## src/rtl/trojan_cap_pkg.sv

```systemverilog
// Shared types and defaults for the trojan-harness response capture stage.
package trojan_cap_pkg;

  typedef enum logic [1:0] {
    IDLE    = 2'd0,
    WARMUP  = 2'd1,
    CAPTURE = 2'd2,
    HOLD    = 2'd3
  } cap_state_e;

  localparam int unsigned DEF_SIG_W = 16;
  localparam logic [15:0] DEF_POLY  = 16'h1021;

endpackage

```

## src/rtl/serial_misr.sv

```systemverilog
// Serial-input signature register: shifts left and folds in POLY when the
// outgoing MSB differs from the incoming bit.
module serial_misr #(
  parameter int unsigned       SIG_W   = 16,
  parameter logic [SIG_W-1:0]  POLY    = SIG_W'(16'h1021),
  parameter logic [SIG_W-1:0]  RST_VAL = '0
) (
  input  logic             clk,
  input  logic             rst,
  input  logic             en,
  input  logic             clr,
  input  logic [SIG_W-1:0] seed,
  input  logic             bit_in,
  output logic [SIG_W-1:0] sig
);

  logic             fb;
  logic [SIG_W-1:0] sig_nxt;

  always_comb begin
    fb      = sig[SIG_W-1] ^ bit_in;
    sig_nxt = {sig[SIG_W-2:0], 1'b0} ^ (fb ? POLY : '0);
  end

  // clr wins over en so a run always begins from seed
  always_ff @(posedge clk or posedge rst) begin
    if (rst) begin
      sig <= RST_VAL;
    end else if (clr) begin
      sig <= seed;
    end else if (en) begin
      sig <= sig_nxt;
    end
  end

endmodule

```

## src/rtl/trojan_resp_capture.sv

```systemverilog
// Response capture: skips SKIP warm-up cycles, compacts WINDOW samples into a
// signature plus ones count, then holds the result until the consumer takes it.
module trojan_resp_capture
  import trojan_cap_pkg::*;
#(
  parameter int unsigned      SIG_W  = DEF_SIG_W,
  parameter logic [SIG_W-1:0] POLY   = SIG_W'(DEF_POLY),
  parameter logic [SIG_W-1:0] SEED   = '0,
  parameter int unsigned      WINDOW = 1000,
  parameter int unsigned      SKIP   = 1,
  parameter int unsigned      CNT_W  = $clog2(WINDOW + 1)
) (
  input  logic             CK,
  input  logic             reset,
  input  logic             start,
  input  logic             resp_in,
  output logic             busy,
  output logic             sig_valid,
  input  logic             sig_ready,
  output logic [SIG_W-1:0] sig_out,
  output logic [CNT_W-1:0] ones_cnt,
  output logic [CNT_W-1:0] sample_cnt
);

  localparam int unsigned WU_W = $clog2(SKIP + 2);

  cap_state_e       state_q, state_d;
  logic [WU_W-1:0]  warm_q, warm_d;
  logic [CNT_W-1:0] ones_d, samp_d;
  logic             misr_en, misr_clr;
  logic             busy_d, valid_d;

  serial_misr #(
    .SIG_W  (SIG_W),
    .POLY   (POLY),
    .RST_VAL(SEED)
  ) u_misr (
    .clk   (CK),
    .rst   (reset),
    .en    (misr_en),
    .clr   (misr_clr),
    .seed  (SEED),
    .bit_in(resp_in),
    .sig   (sig_out)
  );

  // Next state, counter updates and flag decode from the next state
  always_comb begin
    state_d  = state_q;
    warm_d   = warm_q;
    ones_d   = ones_cnt;
    samp_d   = sample_cnt;
    misr_en  = 1'b0;
    misr_clr = 1'b0;
    unique case (state_q)
      IDLE: begin
        if (start) begin
          misr_clr = 1'b1;
          ones_d   = '0;
          samp_d   = '0;
          if (SKIP != 0) begin
            state_d = WARMUP;
            warm_d  = WU_W'(SKIP);
          end else begin
            state_d = CAPTURE;
          end
        end
      end
      WARMUP: begin
        warm_d = warm_q - WU_W'(1);
        if (warm_q == WU_W'(1)) state_d = CAPTURE;
      end
      CAPTURE: begin
        misr_en = 1'b1;
        ones_d  = ones_cnt + CNT_W'(resp_in);
        samp_d  = sample_cnt + CNT_W'(1);
        if (sample_cnt == CNT_W'(WINDOW - 1)) state_d = HOLD;
      end
      HOLD: begin
        if (sig_ready) state_d = IDLE;
      end
      default: state_d = IDLE;
    endcase
    busy_d  = (state_d == WARMUP) || (state_d == CAPTURE);
    valid_d = (state_d == HOLD);
  end

  always_ff @(posedge CK or posedge reset) begin
    if (reset) begin
      state_q    <= IDLE;
      warm_q     <= '0;
      ones_cnt   <= '0;
      sample_cnt <= '0;
      busy       <= 1'b0;
      sig_valid  <= 1'b0;
    end else begin
      state_q    <= state_d;
      warm_q     <= warm_d;
      ones_cnt   <= ones_d;
      sample_cnt <= samp_d;
      busy       <= busy_d;
      sig_valid  <= valid_d;
    end
  end

endmodule

```

## config.mk

```make
export PLATFORM = sky130hd
export DESIGN_NAME = trojan_resp_capture
export DESIGN_NICKNAME = d
export VERILOG_FILES = /design/src/rtl/trojan_cap_pkg.sv /design/src/rtl/serial_misr.sv /design/src/rtl/trojan_resp_capture.sv
export SDC_FILE = /design/constraint.sdc
export NUM_CORES = 1
export LEC_CHECK = 0
export CORE_MARGIN = 5
export CORE_UTILIZATION = 40
export CTS_CLUSTER_DIAMETER = 80
export DETAILED_ROUTE_END_ITERATION = 12
export GPL_TIMING_DRIVEN = 0
export PLACE_DENSITY = 0.62
export SETUP_SLACK_MARGIN = 0.4
export SYNTH_ARGS = -nofsm -noshare
export SYNTH_HDL_FRONTEND = slang
export SYNTH_HIERARCHICAL = 1
export SYNTH_SLANG_ARGS = --single-unit
export TNS_END_PERCENT = 20
```

## constraint.sdc

```tcl
create_clock -name CK -period 4.1 [get_ports CK]
set_input_delay 0.82 -clock CK [delete_from_list [all_inputs] [get_ports CK]]
set_output_delay 0.82 -clock CK [all_outputs]
set_load 0.01 [all_outputs]
```

==> metrics, run 1 <==
syn avg cell area=10.16 um2; Final Skew=0.006090 ns; crit-path leading delay family=buffers and inverters; DRT antenna net count=0; Post-CTS Setup Inserts=0; CTS tree=built; fin crit period=2.428 ns; Seq. cell area=1051 um2; pin count of the biggest net entering global routing=27; Reg2Reg Setup Slack=2.09 ns; GRT Util Overall=14.64%; Port Buffers=42; HPWL after DPL=3441 um; Hold Crit Class=register to register; layout cells sized above 1=6.618%; DRC=0; DR WL/cell=13.99 um; ant diodes=0; met1 wire length=2303 um; initial antenna violation count=0; die area=6865 um2; Die Height=82.86 um; mux contribution to synthesized area=8.014%; vias per cell=5.064; Final Cell Area=2770 um2; largest family of logic cells by synthesized area=simple AND/OR/NAND/NOR gates; fillcell total=approximately 520; Compound-Gate Fraction of Synth Area=15.09%; Syn Std Cell Area=2123 um2; Total Routed Length=4785 um; # H-tree levels=2; first-pass GRT wire length=8411 um; maxcap violations=0; adder and majority cell fraction of the synthesized area=2.946%; gpl congestion=0.7576; Final Slew Violations=0; status=finished, final reports clean; Post-Synthesis Cells=209; WP data required=4.28 ns; Synth Area in Simple Gates=between 10% and 20%; Area growth, synth to finish=30.47%; row cnt=26; Critical Path Slowest Stage Cell=clkdlybuf4s50_1; synthesis-stage register bit count=42; total CTS buffers=5; worst vdd ir=roughly 0.00037 V; Worst-Skew Late Latency=0.29 ns; clk sink count=42; Met2 Wirelength=2205 um; placed instance area=2688 um2; pwr/cell area=696.9 nW/um2; cells resized by post-CTS repair=0; Starting Density=between 40 and 50%; setup TNS=0 ns; critical path's largest stage delay=0.49 ns; LEAKAGE=roughly 1.2 nW; initial DRC count=between 40 and 50; Critical Path Start Type=primary input; Clock Path Buffers=2; sequential element share of the synthesized area=around half; Critical Path Sink Type=register; Slew headroom=between 30% and 40%; Worst Max-Slew Pin Slew=approximately 1.0 ns; Root Buffer Master=clkbuf_8; Worst-path clk slew=about 0.080 ns; xor/xnor share of the synthesized area=0.8250%; Worst EP arrival=2.61 ns; largest fanout on the critical path=10; crit share post-route=59.21%; core region area=5140 um2; via count=1732; vias in the first global route=roughly 1700; area of the multi-input gates=1015 um2; Max Used Layer=met4; IO Pins=43; CP Buf/Inv Count=4; Max Fclk=411.9 MHz; RSZ-0062 raised after global routing=false; post-synth cell types=41; Die Wd=82.86 um; Hold Violations, Final=0; WL met3=220 um; cells along the critical path=clkdlybuf4s50_1 -> or3b_4 -> inv_1 -> buf_2 -> clkbuf_1 -> nand4b_1 -> nand3_1; final net count=283; Yosys Warn Count=6; Pre-antenna DRT Iters=4; Final setup viols=0; Crit Path Class=primary input to register; hold_buf cts=0; global route total overflow=0
[report_power, final]
part           switching (W)  total [W]  internal (W)
clock network       0.000134   0.000264      0.000130
logic               0.000482   0.000964      0.000481
registers           0.000137   0.000703      0.000566
total               0.000753    0.00193       0.00118
[cells by family after synthesis]
group	count (synthesis)
xor+xnor	2
compound gates	50
other cells	1
fa+ha+maj	5
flops	42
mux	17
buf+inv	23
simple gates	69
[worst register-to-register path, delay by kind of cell (launching register included)]
kind,cells,cell delay (ns)
buf+inv,5,1.07
flops,1,0.39
mux,1,0.20
simple gates,1,0.13
compound gates,1,0.09
[metal layers]
| metal | GRT usage (%) | vias up |
|---|---|---|
| met5 | 0 | - |
| met4 | 4.012 | 0 |
| met3 | 4.356 | 6 |
| met2 | 23.76 | 33 |
| met1 | 19.00 | 823 |
| li1 | - | 870 |
[placed cells by master, fill, tap and decap left out, drive strengths merged, types with 2 or more instances in the layout]
master / n
o31ai: 3
o21ai: 21
nor3: 2
dfrtp: 42
or4b: 2
o311ai: 3
mux2i: 17
inv: 12
ha: 5
buf: 8
o41ai: 3
nand3b: 2
a21oi: 7
nand4: 3
nand4b: 3
or4: 2
o211ai: 6
nor4: 2
clkdlybuf4s50: 42
clkbuf: 9
nand3: 13
nand2: 33
nor3b: 2
nor2: 2
conb: 16
[state kept, by name, indices dropped and copies added, names as in the netlist]
signal      count
sample_cnt     10
busy            1
warm_q          2
ones_cnt       10
state_q         2
sig_valid       1
u_misr/sig     16
[path summary, 6_finish.rpt]
path / from / endpoint / depth (start not counted)
min reg2reg: ones_cnt[9]$_DFFE_PP0P_ / ones_cnt[9]$_DFFE_PP0P_ / 1
min: ones_cnt[9]$_DFFE_PP0P_ / ones_cnt[9]$_DFFE_PP0P_ / 1
max reg2reg: state_q[0]$_DFF_PP0_ / u_misr/sig[2]$_DFFE_PP0P_ / 8
max in group asynchronous: reset / ones_cnt[4]$_DFFE_PP0P_ / 2
min in group asynchronous: reset / u_misr/sig[4]$_DFFE_PP0P_ / 2
max: start / u_misr/sig[5]$_DFFE_PP0P_ / 7
[synthesized netlist by cell type, drive strengths merged]
library cell	instances	share of area (%)
o21bai	1	0.35
nor3b	2	0.71
mux2i	17	8.0
buf	8	2.7
or4	2	0.71
a21oi	7	1.6
clkbuf	3	0.53
nand2	33	5.8
nand4	3	0.88
ha	5	2.9
conb	1	0.18
a32o	1	0.47
inv	12	2.1
a22oi	1	0.35
nand2b	1	0.29
xor2	1	0.41
o31ai	3	1.1
o41ai	3	1.2
nand4b	3	1.9
xnor2	1	0.41
nor4bb	1	0.47
or4b	2	0.94
dfrtp	42	49
nand3b	2	1.3
or3b	1	0.53
a211oi	1	0.35
nor4	2	0.59
o211ai	6	2.1
o22ai	1	0.29
o311ai	3	1.6
nor3	2	0.47
nor2	2	0.35
o21ai	21	4.9
a21o	1	0.35
a31oi	1	0.29
nand3	13	3.1
[per-stage QoR]
step / hold slack (ns) / std cells / utilization, % / worst slack [ns] / power [W]
detailed placement: 0.4716 / 336 / 52.29 / 1.356 / 0.001686
floorplan: 0.4585 / 224 / - / 2.130 / 0.001271
CTS: 0.4823 / 342 / 53.89 / 1.678 / 0.001954
global placement: 0.4705 / 336 / 52.29 / 1.366 / 0.001669
finish: 0.4757 / 342 / 53.89 / 1.672 / 0.001931
global route: 0.5205 / 342 / 53.89 / 1.543 / 0.002087
[final cells by class]
class                      count  share of cell area [%]
sequential                    42                   37.94
multi-input combinational    159                   36.63
timing repair buffer          42                   15.18
tap                           70                   3.162
clock buffer                   6                   2.981
buffer                        11                   2.484
inverter                      12                   1.626
Note: power is estimated with default switching activity, not from simulation.
==> run 2, diff against run 1 <==
- clock period: 4.1 -> 2.51 ns (I/O delays scaled with it)
==> run 2 against run 1 <==
Register-to-register slack lost 1.5 ns. Hold slack is essentially flat. Cell area grew 0.18%. Total power grew 64%. Clock power grew 63%. Non-clock buffer count is the same. Critical path depth grew 2. Largest cell class unchanged. Largest power group unchanged.
==> metrics, run 2 (synthesis results as in run 1) <==
Area growth, synth to finish=30.70% (was 30.47%); WP data required=2.68 ns (was 4.28 ns); row cnt=26 (unchanged); first-pass GRT wire length=8411 um (unchanged); placed instance area=2688 um2 (unchanged); crit share post-route=78.35%; layout cells sized above 1=7.353% (was 6.618%); max reg flops=16 (unchanged); DRC=0 (unchanged); met1 wire length=2343 um (was 2303 um); overall power=0.003161 W (was 0.001931 W); pwr/cell area=1139 nW/um2 (was 696.9 nW/um2); setup TNS=0 ns (unchanged); Met2 Wirelength=2186 um (was 2205 um); final net count=283 (unchanged); core region area=5140 um2 (unchanged); Hold Violations, Final=0 (unchanged); initial DRC count=51 (was 48); vias in the first global route=1716 (unchanged); total CTS buffers=5 (unchanged); Die Height=82.86 um (unchanged); Pre-antenna DRT Iters=4 (unchanged); cells along the critical path=nand2b_1 -> buf_2 -> inv_1 -> clkbuf_4 -> buf_4 -> buf_4 -> nor2_1 -> a22oi_1 -> nand3_1 (was clkdlybuf4s50_1 -> or3b_4 -> inv_1 -> buf_2 -> clkbuf_1 -> nand4b_1 -> nand3_1); CTS tree=built (unchanged); Top Registers=u_misr/sig x16, ones_cnt x10, sample_cnt x10 (unchanged); Final Skew=0.006209 ns (was 0.006090 ns); DR WL/cell=14.02 um (was 13.99 um); Worst-path clk slew=0.08 ns (about the same); Max Used Layer=met4 (unchanged); commonest non-fill, non-tap cells in the layout=dfrtp_1 (42), clkdlybuf4s50_1 (42), nand2_1 (33), o21ai_0 (21), mux2i_1 (17) (unchanged); Critical Path Sink Type=register (unchanged); pin count of the biggest net entering global routing=27 (unchanged); HPWL after DPL=3441 um (unchanged); Total Routed Length=4795 um (was 4785 um); Worst Hold Depth=1 (unchanged); Final Cell Area=2775 um2 (was 2770 um2); number of instances in the placed design=336 (unchanged); Critical Path Start Type=register (was primary input); most frequent cell on the critical path=buf_4; Clock Path Buffers=2 (unchanged); Hold Crit Class=register to register (unchanged); die area=6865 um2 (unchanged); Final setup viols=0 (unchanged); DRT antenna net count=0 (unchanged); status=finished, final reports clean (unchanged); fillcell total=515 (was 517); global route total overflow=0 (unchanged); Worst Max-Slew Pin Slew=1.002 ns (was 1.003 ns); Largest Register=u_misr/sig (unchanged); Starting Density=41.31% (unchanged); Slew headroom=33.11% (was 33.09%); Fin Hold WS=0.4759 ns (was 0.4757 ns); Post-CTS Setup Inserts=0 (unchanged); LEAKAGE=1.224 nW (was 1.216 nW); worst vdd ir=0.0005721 V (was 0.0003705 V); IO Pins=43 (unchanged); Crit Path Class=register to register (was primary input to register); Max Fclk=about 510 MHz; clk sink count=42 (unchanged); GRT Util Overall=14.64% (unchanged); Root Buffer Master=clkbuf_8 (unchanged); R2R depth=9 (was 8); RSZ-0062 raised after global routing=true (was false); fin crit period=1.967 ns; Worst EP arrival=2.14 ns (was 2.61 ns); Die Wd=82.86 um (unchanged); maxcap violations=0 (unchanged); initial antenna violation count=0 (unchanged); critical path's largest stage delay=0.39 ns (was 0.49 ns); ant diodes=0 (unchanged); Critical Path Slowest Stage Cell=dfrtp_1 (was clkdlybuf4s50_1); vias per cell=5.070 (was 5.064); Seq. cell area=1051 um2 (unchanged); Port Buffers=42 (unchanged); gpl congestion=0.7576 (unchanged); largest fanout on the critical path=12 (was 10); WL met3=206 um (was 220 um); fin cells=342 (unchanged); Final Slew Violations=0 (unchanged); area of the multi-input gates=1015 um2 (unchanged); # H-tree levels=2 (unchanged); via count=1734 (was 1732); Worst-Skew Late Latency=0.29 ns (about the same)
## run 2: where the power goes
group	internal, W	leakage (nW)	switching (W)
combinational	0.000794	0.641	0.000788
clock	0.000212	0.0431	0.000219
sequential	0.000925	0.539	0.000223
## run 2: layout make-up
type | instances | area share (%)
flip-flops and latches | 42 | 37.87
multi-input cells | 159 | 36.56
repair buffers | 42 | 15.15
well taps | 70 | 3.156
clock buffers | 6 | 2.976
plain buffers | 11 | 2.660
inverters | 12 | 1.623
## run 2: per-layer routing
layer / track usage (%) / vias to the layer above
li1: - / 872
met1: 19.00 / 824
met2: 23.76 / 32
met3: 4.356 / 6
met4: 4.012 / 0
met5: 0 / -
## run 2: what timing repair did
action                     CTS  global route
hold buffers                 0             0
setup endpoints to repair    0            15
gates resized for setup      0             5
## run 2: stage by stage
stage                     setup WS [ns]  util, %
after floorplan                  0.8073        -
after global placement          0.09410    52.29
after detailed placement        0.08363    52.29
after CTS                        0.4064    53.89
after global routing             0.3933    53.99
final                            0.5433    53.99
## run 2: final timing paths
| path | startpoint | to | slack (ns) |
|---|---|---|---|
| hold reg to reg | ones_cnt[9]$_DFFE_PP0P_ | ones_cnt[9]$_DFFE_PP0P_ | 0.48 |
| max in group asynchronous | reset | ones_cnt[4]$_DFFE_PP0P_ | 1.13 |
| min in group asynchronous | reset | u_misr/sig[4]$_DFFE_PP0P_ | 0.62 |
| setup reg to reg | state_q[0]$_DFF_PP0_ | u_misr/sig[12]$_DFFE_PP0P_ | 0.54 |
| hold / removal | ones_cnt[9]$_DFFE_PP0P_ | ones_cnt[9]$_DFFE_PP0P_ | 0.48 |
| setup / recovery | state_q[0]$_DFF_PP0_ | u_misr/sig[12]$_DFFE_PP0P_ | 0.54 |
## run 2: critical path: cells and delay by family, from the launching register on
kind / cells / cell delay (ns)
AO/OA/AOI/OAI: 1 / 0.15
buffers and inverters: 5 / 1.02
flip-flops: 1 / 0.39
AND/OR/NAND/NOR: 3 / 0.27
